--- config.mk ---
export PLATFORM = sky130hd
export DESIGN_NAME = intr_ctrl_multi
export DESIGN_NICKNAME = d
export VERILOG_FILES = /design/src/rtl/intr_ctrl_pkg.sv /design/src/rtl/intr_prio_enc.sv /design/src/rtl/intr_ctrl_multi.sv
export SDC_FILE = /design/constraint.sdc
export NUM_CORES = 1
export LEC_CHECK = 0
export ABC_AREA = 0
export BUFFER_PORTS_ARGS = -buffer_cell sky130_fd_sc_hd__buf_2
export CORE_AREA = 2 2 86 88
export CTS_CLUSTER_DIAMETER = 80
export DETAILED_ROUTE_END_ITERATION = 7
export DIE_AREA = 0 0 88 90
export PLACE_DENSITY = 0.83
export SLEW_MARGIN = 10
export SYNTH_ARGS = -nofsm -noshare
export SYNTH_HDL_FRONTEND = slang
export SYNTH_SLANG_ARGS = --single-unit
--- constraint.sdc ---
create_clock -name clk -period 3.8 [get_ports clk]
set_input_delay 0.76 -clock clk [delete_from_list [all_inputs] [get_ports clk]]
set_output_delay 0.76 -clock clk [all_outputs]
set_load 0.01 [all_outputs]
--- src/rtl/intr_ctrl_pkg.sv ---
// Shared opcodes, FSM state encoding and defaults for the interrupt controller.
package intr_ctrl_pkg;

  localparam logic [5:0] OP_INTR_ON  = 6'b101010;
  localparam logic [5:0] OP_INTR_OFF = 6'b101011;
  localparam logic [5:0] OP_RETURN   = 6'b101100;
  localparam logic [5:0] OP_SYSCALL  = 6'b101101;
  localparam logic [5:0] OP_HALT     = 6'b111111;

  typedef enum logic [1:0] {
    DISABLED = 2'd0,
    COUNTING = 2'd1,
    FIRE     = 2'd2,
    HANDLER  = 2'd3
  } state_t;

  localparam int unsigned CAUSE_TIMER     = 0;
  localparam logic [31:0] PREEMP_INST_DEF = 32'hA4000012;

endpackage

--- src/rtl/intr_prio_enc.sv ---
// Fixed-priority encoder: lowest-index request wins; cause is index+1.
module intr_prio_enc #(
  parameter int unsigned NUM_IRQ = 4,
  parameter int unsigned CAUSE_W = $clog2(NUM_IRQ + 1)
) (
  input  logic [NUM_IRQ-1:0] req,
  output logic               valid,
  output logic [CAUSE_W-1:0] cause,
  output logic [NUM_IRQ-1:0] grant
);

  // Scan upward and latch onto the first set request.
  always_comb begin
    valid = 1'b0;
    cause = '0;
    grant = '0;
    for (int unsigned i = 0; i < NUM_IRQ; i++) begin
      if (req[i] && !valid) begin
        valid    = 1'b1;
        cause    = CAUSE_W'(i + 1);
        grant[i] = 1'b1;
      end
    end
  end

endmodule

--- src/rtl/intr_ctrl_multi.sv ---
// Preemption/interrupt controller sitting between instruction memory and decode.
// Timer plus NUM_IRQ maskable lines, fixed priority, non-nesting handler.
module intr_ctrl_multi
  import intr_ctrl_pkg::*;
#(
  parameter int unsigned               ADDRESS_SIZE   = 32,
  parameter int unsigned               NUM_IRQ        = 4,
  parameter int unsigned               QUANTUM_W      = 8,
  parameter int unsigned               QUANTUM_RST    = 2**QUANTUM_W,
  parameter int unsigned               SYSCALL_CREDIT = 4,
  parameter logic [ADDRESS_SIZE-1:0]   PREEMP_INST    = PREEMP_INST_DEF
) (
  input  logic                             clk,
  input  logic                             reset,
  input  logic [ADDRESS_SIZE-1:0]          PCout,
  input  logic [1:0]                       PCDest,
  input  logic [ADDRESS_SIZE-1:0]          inst_mem,
  input  logic                             isHDOP,
  input  logic [1:0]                       isIO,
  input  logic [NUM_IRQ-1:0]               irq_req,
  input  logic                             irq_mask_we,
  input  logic [NUM_IRQ-1:0]               irq_mask_in,
  input  logic                             quantum_we,
  input  logic [QUANTUM_W:0]               quantum_in,
  output logic [ADDRESS_SIZE-1:0]          inst_out,
  output logic                             intr,
  output logic [$clog2(NUM_IRQ+1)-1:0]     intr_cause,
  output logic [ADDRESS_SIZE-1:0]          epc,
  output logic                             in_handler
);

  localparam int unsigned          CAUSE_W = $clog2(NUM_IRQ + 1);
  localparam logic [QUANTUM_W:0]   Q_RST   = (QUANTUM_W+1)'(QUANTUM_RST);
  localparam logic [QUANTUM_W-1:0] CREDIT  = QUANTUM_W'(SYSCALL_CREDIT);

  state_t               state, next_state;
  logic [QUANTUM_W-1:0] count;
  logic [QUANTUM_W:0]   quantum;
  logic [NUM_IRQ-1:0]   pending, irq_mask, grant;
  logic                 timer_pend;
  logic                 irq_valid;
  logic [CAUSE_W-1:0]   irq_cause;
  logic [5:0]           opcode;
  logic                 op_on, op_off, op_ret, op_sys, op_halt, op_stop;
  logic                 unstalled, expire, fire_req, fire_go;

  // Opcodes are ignored while the injected instruction is on the bus.
  assign opcode  = inst_mem[31:26];
  assign op_on   = !intr && (opcode == OP_INTR_ON);
  assign op_off  = !intr && (opcode == OP_INTR_OFF);
  assign op_ret  = !intr && (opcode == OP_RETURN);
  assign op_sys  = !intr && (opcode == OP_SYSCALL);
  assign op_halt = !intr && (opcode == OP_HALT);
  assign op_stop = op_off || op_halt;

  assign unstalled = (PCDest != 2'b01) && !isHDOP && (isIO == 2'b00);
  // >= rather than == so a quantum lowered under the running count expires promptly.
  assign expire    = ({1'b0, count} >= (quantum - (QUANTUM_W+1)'(1)));
  assign fire_req  = irq_valid || timer_pend;
  assign fire_go   = (state == COUNTING) && (next_state == FIRE);

  intr_prio_enc #(
    .NUM_IRQ (NUM_IRQ),
    .CAUSE_W (CAUSE_W)
  ) u_prio (
    .req   (pending & irq_mask),
    .valid (irq_valid),
    .cause (irq_cause),
    .grant (grant)
  );

  // State register.
  always_ff @(posedge clk) begin
    if (reset) state <= DISABLED;
    else       state <= next_state;
  end

  // Next-state logic; stop opcodes outrank SYSCALL, which outranks delivery.
  always_comb begin
    next_state = state;
    case (state)
      DISABLED: if (op_on) next_state = COUNTING;
      COUNTING: begin
        if (op_stop)       next_state = DISABLED;
        else if (op_sys)   next_state = COUNTING;
        else if (fire_req) next_state = FIRE;
      end
      FIRE:     next_state = HANDLER;
      HANDLER: begin
        if (op_ret)       next_state = COUNTING;
        else if (op_stop) next_state = DISABLED;
      end
      default:  next_state = DISABLED;
    endcase
  end

  // Outputs decoded from state and the registered delivery pulse.
  always_comb begin
    in_handler = (state == HANDLER);
    inst_out   = intr ? PREEMP_INST : inst_mem;
  end

  // Counter, pending/mask/quantum registers and delivery capture.
  always_ff @(posedge clk) begin
    if (reset) begin
      count      <= '0;
      quantum    <= Q_RST;
      pending    <= '0;
      irq_mask   <= '1;
      timer_pend <= 1'b0;
      intr       <= 1'b0;
      intr_cause <= '0;
      epc        <= '0;
    end else begin
      intr <= fire_go;
      if (fire_go) begin
        epc        <= PCout;
        intr_cause <= irq_valid ? irq_cause : CAUSE_W'(CAUSE_TIMER);
      end

      // A still-asserted level re-pends the line after its delivery clears it.
      pending <= (pending & ~((fire_go && irq_valid) ? grant : '0)) | irq_req;

      if (irq_mask_we)                 irq_mask <= irq_mask_in;
      if (quantum_we && quantum_in != '0) quantum <= quantum_in;

      if ((state == COUNTING || state == HANDLER) && op_stop)
        timer_pend <= 1'b0;
      else if (fire_go && !irq_valid)
        timer_pend <= 1'b0;
      else if (state == COUNTING && !op_sys && !fire_req && unstalled && expire)
        timer_pend <= 1'b1;

      case (state)
        DISABLED: if (op_on) count <= '0;
        COUNTING: begin
          if (op_stop)       count <= '0;
          else if (op_sys)   count <= (count >= CREDIT) ? (count - CREDIT) : '0;
          else if (fire_req) count <= '0;
          else if (unstalled) count <= expire ? '0 : (count + QUANTUM_W'(1));
        end
        FIRE:     count <= '0;
        HANDLER:  if (op_ret || op_stop) count <= '0;
        default:  count <= '0;
      endcase
    end
  end

endmodule

Word level (Yosys, flattened, before mapping)
Index checks and enable logic that the tools add are counted.
{"block": "totals", "regBits": 64, "inputBits": 90, "output_inout_bits": 69, "wordCells": 97}
{"block": "classes", "add_sub_neg": 3, "n_lt_le_gt_ge": 2, "eq_ne": 13, "n_mux": 30, "n_bitwise": 4, "n_reduce_logical": 36}
{"cell": "two-way mux 8 bit", "n": 8}
{"cell": "two-way mux 32 bit", "n": 1}
{"cell": "case mux 8 bit (4 select lines)", "n": 1}
{"cell": "== test 6 bit, second input constant", "n": 5}
{"cell": "logical AND 1 bit", "n": 19}
{"cell": "two-way mux 2 bit", "n": 8}
{"cell": "greater-or-equal comparator 8 x 9 -> 1 bit", "n": 1}
{"cell": "nonzero test 9 bit", "n": 1}
{"cell": "subtractor 9 x 1 -> 9 bit, second input constant", "n": 1}
{"cell": "adder 8 x 1 -> 8 bit, second input constant", "n": 1}
{"cell": "AND 4 bit", "n": 2}
{"cell": "greater-or-equal comparator 8 x 3 -> 1 bit, second input constant", "n": 1}
{"cell": "logical NOT 1 bit", "n": 8}
{"cell": "two-way mux 1 bit", "n": 8}
{"cell": "case mux 2 bit (4 select lines)", "n": 1}
{"cell": "subtractor 8 x 3 -> 8 bit, second input constant", "n": 1}
{"cell": "== test 2 bit, second input constant", "n": 3}
{"cell": "two-way mux 3 bit", "n": 2}
{"cell": "inequality test 5 bit, second input constant", "n": 1}
{"cell": "logical NOT 2 bit", "n": 2}
{"cell": "logical OR 1 bit", "n": 4}
{"cell": "two-way mux 4 bit", "n": 1}
{"cell": "inequality test 2 x 1 -> 1 bit, second input constant", "n": 2}
{"cell": "NOT 4 bit", "n": 1}
{"cell": "5 further kinds", "n": 5}

Depth between registers and ports, before layout
{"block": "depth", "word_depth": 23, "depth_mapped": 12, "ltp_nobuf": 12}

Modules after synthesis
From an unflattened synthesis, not the netlist that was laid out.
{"block": "hier_totals", "cells_unflattened": 440, "hier_area_um2": 3453.3}
{"mod": "intr_ctrl_multi", "instances": 1, "cells_per_inst": 430, "area_per_inst_um2": 3392.0, "seq_area_each_um2": 1281.2}
{"mod": "intr_prio_enc", "instances": 1, "cells_per_inst": 10, "area_per_inst_um2": 61.3, "seq_area_each_um2": 0.0}

Least setup slack after synthesis
No wires, ideal clock.
{"block": "synth_path", "path_type": "register to register", "from": "reg quantum[0]", "to": "reg count[7]", "setup_ns": 0.060, "arrival_time_ns": 2.447, "required_time_ns": 3.740, "path_slack_ns": 1.294, "stages_incl_launch_ff": 13, "path_buffers": 0, "synth_period_minus_slack_ns": 2.506, "cell_sequence": "dfxtp_1 > inv_1 > ha_1 > nand2_1 > nor3_1 > xnor2_1 > ha_1 > a21o_1 > a221oi_1 > o21a_1 > o21ai_1 > a2111oi_0 > a221o_1"}
{"block": "synth_via", "elab_chain_len": 8}
{"element": "start, declared", "line_no": "intr_ctrl_multi.sv:38", "source": "logic [QUANTUM_W:0] quantum;"}
{"element": "start signal, assigned", "line_no": "intr_ctrl_multi.sv:125", "source": "if (quantum_we && quantum_in != '0) quantum <= quantum_in;"}
{"element": "subtractor 9 x 1 -> 9 bit", "line_no": "intr_ctrl_multi.sv:58", "source": "assign expire = ({1'b0, count} >= (quantum - (QUANTUM_W+1)'(1)));"}
{"element": "greater-or-equal comparator 8 x 9 -> 1 bit", "line_no": "intr_ctrl_multi.sv:58"}
{"element": "two-way mux 8 bit (2 in series)", "line_no": "intr_ctrl_multi.sv:140", "source": "else if (unstalled) count <= expire ? '0 : (count + QUANTUM_W'(1));"}
{"element": "two-way mux 8 bit", "line_no": "intr_ctrl_multi.sv:139", "source": "else if (fire_req) count <= '0;"}
{"element": "two-way mux 8 bit", "line_no": "intr_ctrl_multi.sv:138", "source": "else if (op_sys) count <= (count >= CREDIT) ? (count - CREDIT) : '0;"}
{"element": "two-way mux 8 bit", "line_no": "intr_ctrl_multi.sv:137", "source": "if (op_stop) count <= '0;"}
{"element": "case mux 8 bit (4 select lines)", "line_no": "intr_ctrl_multi.sv:134", "source": "case (state)"}
{"element": "end signal, assigned", "line_no": "intr_ctrl_multi.sv:138"}
{"element": "end signal, assigned", "line_no": "intr_ctrl_multi.sv:140"}
{"element": "end, declared", "line_no": "intr_ctrl_multi.sv:37", "source": "logic [QUANTUM_W-1:0] count;"}
Every way passes these cells. The select of a mux whose other input is x is not followed.
A chain may end at the register's enable or synchronous reset.

Worst setup path after layout
{"block": "layout_path", "from": "reg quantum[0]", "to": "reg count[4]"}
The elaborated chain is that of the path after synthesis.

==> qor.txt <==
outcome: finished clean
max-cap viol count: 0
RSZ-0062 raised after global routing: no
Initial Util: 0.482
syn nets: 530
#FFs+latches synth: 64
CP cell instances: inv_1 > ha_1 > nand2_1 > nor3_1 > xnor2_1 > ha_1 > a21o_1 > a221oi_1 > o21a_1 > o21ai_1 > a2111oi_0 > a211o_1
post-synthesis compound-gate area fraction: 0.172
largest family of logic cells by synthesized area: simple AND/OR/NAND/NOR gates
setup tns final: 0 ns
Critical R2R Launch: quantum[0]
FF-to-FF End: count[4]
Resize count post-CTS: 0
FFs w/ async S/R, synth: 0
top cells by area, synth: dfxtp_1 (38%), nand2_1 (11%), a21oi_1 (7.1%), ha_1 (5.2%), nor2b_1 (5.0%)
main flop type after synthesis: dfxtp_1
post-synthesis xor/xnor area fraction: 0.0311
clock buffer depth: 2
total grt overflow: 0
hold path startpoint: intr_cause[1]
Setup Crit Path Kind: flop to flop
DR top layer: met4
HP Class: flop to flop
initial antenna violation count: 0
R2R depth: 12
Die W: 88 um
commonest cells after routing, fill and taps aside: buf_2 (158), nand2_1 (97), dfxtp_1 (64), a21oi_1 (48), nor2b_1 (27)
drt pass-1 iters: 4
Post-synth EDFFs: 0
first-pass GRT wire length: 14.4 mm
antenna fix cells: 0
CP Launch Type: flop
pin count of the biggest net entering global routing: 54
post-synthesis mux area share: 0.0148
WHS Endpoint: intr_cause[1]
actual slew at the worst max-slew pin: 0.797 ns
clock root cell: clkbuf_8
I/O pins: 159
Routed WL per cell: 13.0 um
CP max stage delay: 0.50 ns
CP required: 4.08 ns
Slew Limit Fails: 0
Synth Area in Simple Gates: 0.306
Finished Core Util: 0.629
hold depth: 2
CTS Sinks: 64
post-DP HPWL: 6.70 mm
clk_skew: 0.00996 ns
post-synthesis sequential area ratio: 0.379
final hold vios: 0
CP max-delay cell: a2111oi_0
adder-cell area share of the yosys netlist: 0.0518
Worst setup EP type: flop
die area: 0.00792 mm2
Max Fclk: 344 MHz
cells after synthesis: 426
Synth area leader: dfxtp_1
most common cell after layout, fill and taps aside: buf_2
Vias: 3499
# setup viols final: 0
GP Congestion: 0.884
synthesized area per cell: 7.94 um2
wire length on met3: 647 um
TritonCTS clock tree: done
period utilization: 0.766
clock slew at reported path FFs: 0.07 ns
Synth top area share: 0.379
# DRC: 0
critical path peak fanout: 8
Routed Antenna Nets: 0
layout cell share with drive strength beyond 1: 0.334
GRT Resource Usage Total: 0.225
Crit path arrival time: 3.19 ns
Via density: 5.15
Critical Path Most Common Cell: ha_1
Leak: 2.06 nW
Synth Cell Area: 0.00338 mm2
Iter 0 DRT Violations: 172
Post CTS Setup Buffer Count: 0
M1 WL: 3.68 mm
Hold Buf Count CTS: 0
pwr/cell area: 363 mW/mm2
worst vdd ir: 0.311 mV
met2 wire len: 4.31 mm
Num CTS Buffers: 9
Netlist cell types: 57
fill count: 636
core area: 0.00702 mm2
wirelength, routed: 8.83 mm
H-Tree Level Count: 3
Area Growth Syn to Fin: 30.5%
Row Count: 31
Period minus WS final: 2.91 ns
slew margin rel.: 0.463
FF-to-FF setup slack: 0.89 ns
Nets: 680
IO buf count: 158
Die Y: 90 um
synth warn: 0
worst skew pair latency: 0.34 ns
vias in the first global route: 3347
## routing by layer
| layer | up-vias | GRT usage |
|---|---|---|
| met2 | 130 | 0.407 |
| met3 | 20 | 0.0560 |
| met5 | - | 0 |
| met1 | 1582 | 0.250 |
| li1 | 1767 | - |
| met4 | 0 | 0.0756 |
## how the worst max path moves through the flow
stage | start | end | slack, ns
after global placement | inst_mem[27] | intr_cause[2] | 0.97
after detailed placement | inst_mem[27] | intr_cause[2] | 0.95
final | quantum[0] | count[4] | 0.89
after global routing | quantum[0] | count[4] | 0.66
after floorplan | quantum[0] | count[7] | 1.29
after CTS | quantum[0] | count[7] | 0.94
## metrics by stage
stage | setup slack (ns) | std cells | instance area, um2 | power [mW] | hold WS, ns
after detailed placement | 0.946 | 664 | 4210 | 1.02 | 0.443
final | 0.891 | 680 | 4410 | 1.60 | 0.449
after CTS | 0.935 | 680 | 4410 | 1.62 | 0.454
after global routing | 0.656 | 680 | 4410 | 1.69 | 0.481
after floorplan | 1.29 | 426 | 3380 | 0.903 | 0.449
after global placement | 0.972 | 664 | 4210 | 1.01 | 0.439
## power breakdown
group | leakage [nW] | internal [mW] | switching, mW | total [mW]
logic | 1.43 | 0.127 | 0.157 | 0.284
clock network | 0.107 | 0.324 | 0.276 | 0.600
registers | 0.521 | 0.699 | 0.0192 | 0.718
total | 2.06 | 1.15 | 0.453 | 1.60
## cell families (layout without fill, tap and decap cells)
| logic type | count (synthesis) | in the layout |
|---|---|---|
| DFF | 64 | 64 |
| AOI/OAI and AO/OA | 89 | 89 |
| xor gates and xnor gates | 12 | 12 |
| and+or+nand+nor | 209 | 209 |
| adders and majority gates | 14 | 14 |
| muxes | 5 | 5 |
| buffers and inverters | 33 | 188 |
## sequential cells by signal, indices dropped and copies added, names as in the netlist
| register | count |
|---|---|
| epc | 32 |
| quantum | 9 |
| count | 8 |
| irq_mask | 4 |
| pending | 4 |
| intr_cause | 3 |
| state | 2 |
| intr | 1 |
| timer_pend | 1 |
## Yosys cell counts (2+ instances only)
| cell | count |
|---|---|
| ha_1 | 14 |
| nand2_1 | 97 |
| nor2b_1 | 27 |
| a211o_1 | 4 |
| xor2_1 | 4 |
| nor3b_1 | 2 |
| mux2i_1 | 5 |
| xnor2_1 | 8 |
| nand4_1 | 4 |
| and3_1 | 4 |
| nand2b_1 | 4 |
| buf_6 | 3 |
| buf_2 | 3 |
| nor3_1 | 10 |
| or2_2 | 9 |
| dfxtp_1 | 64 |
| o21ai_1 | 2 |
| a22oi_1 | 2 |
| a21o_1 | 5 |
| nand3b_1 | 2 |
| inv_1 | 11 |
| nor2_1 | 19 |
| and2_1 | 2 |
| a22o_1 | 2 |
| clkbuf_1 | 16 |
| a211oi_1 | 2 |
| a21oi_1 | 48 |
| nor4_1 | 4 |
| a2111oi_0 | 4 |
| o21ai_0 | 4 |
| or3_1 | 4 |
| nand3_1 | 12 |
## area by class of cell
| type | instances | area [um2] | share of cell area |
|---|---|---|---|
| tap | 99 | 124 | 0.0281 |
| sequential | 64 | 1280 | 0.290 |
| multi-input combinational | 329 | 1950 | 0.442 |
| inverter | 11 | 41.3 | 0.00936 |
| clock buffer | 10 | 138 | 0.0312 |
| clock inverter | 6 | 66.3 | 0.0150 |
| timing repair buffer | 161 | 813 | 0.184 |
## worst max-delay path, delay by kind of cell, from the launching register on
family                   cells  cell delay, ns
AO/OA/AOI/OAI                6            1.50
XOR/XNOR                     1            0.15
adder cells (fa/ha/maj)      2            0.48
buffers and inverters        1            0.09
flip-flops                   1            0.32
AND/OR/NAND/NOR              2            0.31
Note: power is estimated with default switching activity, not from simulation.
